[src/rtl/slave.sv]
// Responder for the A/D channel link: executes one request at a time against a
// 16 x 32-bit register file and returns exactly one D-channel response.
module slave #(
    parameter int LATENCY = 1
) (
    input  logic        clk,
    input  logic        rst_n,
    input  logic        a_valid,
    output logic        a_ready,
    input  logic [3:0]  a_opcode,
    input  logic [3:0]  a_mask,
    input  logic [3:0]  a_address,
    input  logic [31:0] a_data,
    output logic        d_valid,
    input  logic        d_ready,
    output logic [3:0]  d_opcode,
    output logic [31:0] d_data,
    output logic        err_flag
);

    typedef enum logic [1:0] {
        IDLE = 2'd0,
        WAIT = 2'd1,
        RESP = 2'd2
    } state_t;

    localparam logic [3:0] OP_PUT_FULL = 4'h0;
    localparam logic [3:0] OP_PUT_PART = 4'h1;
    localparam logic [3:0] OP_GET      = 4'h4;
    localparam logic [3:0] ACK         = 4'h0;
    localparam logic [3:0] ACK_DATA    = 4'h1;
    localparam logic [3:0] CNT_LOAD    = (LATENCY > 0) ? 4'(LATENCY - 1) : 4'd0;

    state_t      state_q, state_d;
    logic [3:0]  cnt_q, cnt_d;
    logic [3:0]  d_opcode_q, d_opcode_d;
    logic [31:0] d_data_q, d_data_d;
    logic        err_q, err_d;
    logic [31:0] mem_q [16];
    logic [31:0] mem_d [16];

    // The request executes on its acceptance edge; WAIT/RESP only pace the reply.
    always_comb begin
        state_d    = state_q;
        cnt_d      = cnt_q;
        d_opcode_d = d_opcode_q;
        d_data_d   = d_data_q;
        err_d      = err_q;
        mem_d      = mem_q;
        case (state_q)
            IDLE: begin
                if (a_valid) begin
                    d_opcode_d = ACK;
                    d_data_d   = '0;
                    case (a_opcode)
                        OP_PUT_FULL: mem_d[a_address] = a_data;
                        OP_PUT_PART: begin
                            for (int b = 0; b < 4; b++) begin
                                if (a_mask[b]) begin
                                    mem_d[a_address][8*b +: 8] = a_data[8*b +: 8];
                                end
                            end
                        end
                        OP_GET: begin
                            d_opcode_d = ACK_DATA;
                            d_data_d   = mem_q[a_address];
                        end
                        default: err_d = 1'b1;
                    endcase
                    if (LATENCY > 0) begin
                        state_d = WAIT;
                        cnt_d   = CNT_LOAD;
                    end else begin
                        state_d = RESP;
                    end
                end
            end
            WAIT: begin
                if (cnt_q == 4'd0) begin
                    state_d = RESP;
                end else begin
                    cnt_d = cnt_q - 4'd1;
                end
            end
            RESP: begin
                if (d_ready) begin
                    state_d = IDLE;
                end
            end
            default: state_d = IDLE;
        endcase
    end

    always_ff @(posedge clk or negedge rst_n) begin
        if (!rst_n) begin
            state_q    <= IDLE;
            cnt_q      <= '0;
            d_opcode_q <= '0;
            d_data_q   <= '0;
            err_q      <= 1'b0;
            for (int i = 0; i < 16; i++) begin
                mem_q[i] <= '0;
            end
        end else begin
            state_q    <= state_d;
            cnt_q      <= cnt_d;
            d_opcode_q <= d_opcode_d;
            d_data_q   <= d_data_d;
            err_q      <= err_d;
            for (int i = 0; i < 16; i++) begin
                mem_q[i] <= mem_d[i];
            end
        end
    end

    assign a_ready  = (state_q == IDLE);
    assign d_valid  = (state_q == RESP);
    assign d_opcode = d_opcode_q;
    assign d_data   = d_data_q;
    assign err_flag = err_q;

endmodule

[config.mk]
export PLATFORM = sky130hd
export DESIGN_NAME = slave
export DESIGN_NICKNAME = d
export VERILOG_FILES = /design/src/rtl/slave.sv
export SDC_FILE = /design/constraint.sdc
export NUM_CORES = 1
export LEC_CHECK = 0
export CAP_MARGIN = 20
export CORE_AREA = 2 2 198 200
export DETAILED_ROUTE_END_ITERATION = 16
export DIE_AREA = 0 0 200 202
export PLACE_DENSITY = 0.9
export SYNTH_ARGS = -nofsm -noshare
export SYNTH_HDL_FRONTEND = slang
export SYNTH_SLANG_ARGS = --single-unit
[constraint.sdc]
create_clock -name clk -period 5.7 [get_ports clk]
set_clock_uncertainty 0.1 [all_clocks]
set_input_delay 0.855 -clock clk [delete_from_list [all_inputs] [get_ports clk]]
set_output_delay 0.855 -clock clk [all_outputs]
set_load 0.01 [all_outputs]
==> impl_results.md <==
* Status: completed
* WP data arrival at 3960 ps
* Vias at ~15000
* Hold crit path type: input pin to async pin
* PD cells at ~330 mW/mm^2
* Worst reg-to-reg path cell count at 4
* Slew Limit Fails at 0
* Fraction of layout cells with a size suffix above 1 at approximately half
* Number of synthesis warnings at 0
* Worst reg-to-reg setup slack at roughly 2400 ps
* Worst IR Drop VDD at about 0.31 mV
* Setup_tns at 0 ps
* CP max FO at 13
* Hold-fix buffers, CTS at 0
* Core area at 0.0383 sq mm
* Post-cts resize count at 0
* Cts bufs inserted at 55
* CP max stage delay at 830 ps
* Initial antenna violation count at 1
* Vias in the first global route at 15700
* DRT iter0 DRCs at 1392
* Gp weighted congestion at 0.784
* CP Class: input pin to register
* DP HPWL at ~34000 um
* CTS tree: done
* Crit-path slowest cell: nand3_1
* Die height at 202 um
* Cell Count, Final, Fillers Out at 2180
* Rows at 72
* Top FF cell, synth: dfrtp_1
* Clock Latency Late Sink at around 600 ps
* Setup crit end kind: register
* Worst reg2reg endpoint: mem_q[368]
* Fin. Hold Viols at 0
* Count leader, synth: dfrtp_1
* Worst r2r src: state_q[0]
* First-pass DRT Iterations at 5
* Buffers on Ports at 83
* Static Leakage at 13.2 nW
* Commonest cells in the netlist: 552 x dfrtp_1, 507 x mux2_2, 128 x mux4_2
* Setup violations, final at 0
* Final worst-path cycle share at a little over three fifths
* Synth unique cells at 41
* Die Wd at 200 um
* Placed insts at between 2000 and 2500
* Critical Path RT at 6090 ps
* Nets at 1667
* Minimum clock period at 3570 ps
* Crit path capture: mem_q[368]
* Async S/R FF share, synth at 100%
* Avg Inst Size Synth at 15.9 sq um
* Post-synth top area cell: dfrtp_1
* Clock-pin slew on the worst setup and hold paths at 70 ps
* CTS Buffer Depth at 3
* Slew @ Worst Pin at between 1000 and 1500 ps
* Die area at 0.0404 sq mm
* GRT overflow at 0
* Synth area leaders: dfrtp_1 56%, mux2_2 23%, mux4_2 12%, mux2i_1 1.3%, a221oi_1 1.1%
* # diodes at 0
* Area Growth Syn to Fin at 12.9%
* EDFF count, synth at 0
* Worst setup path startpoint: a_valid
* RSZ-0062 raised after global routing: false
* Synthesized area at 0.0248 sq mm
* Gr usage total at 29.9%
* CP Cell Sequence: clkdlybuf4s50_1 > nor3b_4 > nand3_1 > nor2_2 > mux2_2
* Post-CTS setup buffer count at 0
* Clk sinks at 552
* Sequential area share after synthesis at 55.6%
* Max_slew headroom at 27.8%
* Antenna Nets Post-Route at 0
* H-tree level count at 2
* Area share of the largest cell type after synthesis at between 50 and 60%
* # IOs at 87
* Global-route wire length before repair at about 91000 um
* Fmax at 280 MHz
* Largest net degree at the start of global routing at 150
* Drt total wl at 58000 um
* Drc violations at 0
* Initial Util at 64.9%
* DR WL/cell at 26.6 um
* CTS Root Cell: clkbuf_16
* Yosys reg bits at ~550
* DR vias/cell at about 6.7
* Startpoint Class: input pin
* MaxCap Viol Count at 0
* Mapped Cells at between 1500 and 2000
[where the power goes]
| part | internal [W] | total (W) | switching, W | leakage (nW) |
|---|---|---|---|---|
| Clock | 0.00237 | 0.00391 | 0.00154 | 0.971 |
| Combinational | 0.000448 | 0.000914 | 0.000467 | 4.61 |
| Sequential | 0.00421 | 0.00437 | 0.000165 | 7.63 |
[cell families after synthesis]
kind of cell               after synthesis  share of synthesized area (%)
AOI/OAI and AO/OA                       68                           1.89
xor gates and xnor gates                 2                         0.0705
adders and majority gates                2                          0.101
buffers and inverters                  103                           1.83
DFF                                    552                           55.6
muxes                                  673                           36.1
other                                    1                         0.0151
and+or+nand+nor                        160                           4.36
[worst min path at each step]
| stage | to | slack, ps | depth (start not counted) |
|---|---|---|---|
| global route | mem_q[476] | 120 | 1 |
| floorplan | mem_q[470] | 350 | 1 |
| finish | mem_q[413] | 90 | 1 |
| detailed placement | d_opcode[0] | 360 | 2 |
| CTS | mem_q[253] | 100 | 1 |
| global placement | d_opcode[0] | 360 | 2 |
[cells in the final DEF (no fill, tap or decap), drive strengths merged, types with 3 or more instances in the layout]
master         synthesis  final
a221oi                32     32
and3                   7      7
and4                  32     32
buf                   40     18
bufinv                 0      8
clkbuf                60     80
clkdlybuf4s50          0     79
clkinv                 0     10
clkinvlp               0      3
conb                   1      3
dfrtp                552    552
inv                    3      4
mux2                 513    513
mux2i                 32     32
mux4                 128    128
nand2                 33     33
nand2b                 5      5
nand3                  8      8
nor2                  58     58
nor2b                  4      4
nor3                   3      3
o21ai                 33     33
[layout make-up]
type,count,area (sq um)
clock inverters,22,322
well taps,518,648
multi-input cells,908,10600
flip-flops and latches,552,13800
inverters,3,11.3
clock buffers,80,1650
fillers,2258,10200
repair buffers,97,998
[metrics by stage]
stage	hold WS (ps)	setup WS [ps]	power (W)	cell area, sq um	util, %
after floorplan	353	3040	0.00499	24900	-
after global placement	365	1640	0.00527	26000	68.0
after detailed placement	365	1470	0.00533	26000	68.0
after CTS	97.9	2000	0.00922	28000	73.2
after global routing	122	2030	0.00951	28000	73.3
final	91.7	2130	0.00920	28000	73.3
[sequential cells by signal (all words and copies together) (netlist names)]
| name | flops |
|---|---|
| mem_q | 512 |
| state_q | 2 |
| d_opcode | 1 |
| d_data | 32 |
| cnt_q | 4 |
| err_flag | 1 |
[worst max-delay path, delay by kind of cell]
kind / cells / cell delay, ps
muxes: 1 / 420
and+or+nand+nor: 3 / 2170
buffers and inverters: 1 / 510
[metal layers]
| metal | up-vias | global-route usage (%) | part of all wire [%] |
|---|---|---|---|
| li1 | 5996 | - | - |
| met1 | 7811 | 40.7 | 40 |
| met2 | 590 | 47.4 | 49 |
| met3 | 154 | 7.18 | 7.8 |
| met4 | 0 | 11.1 | 3.6 |
| met5 | - | 0 | 0 |
No activity file was read; power rests on OpenSTA's default activity.
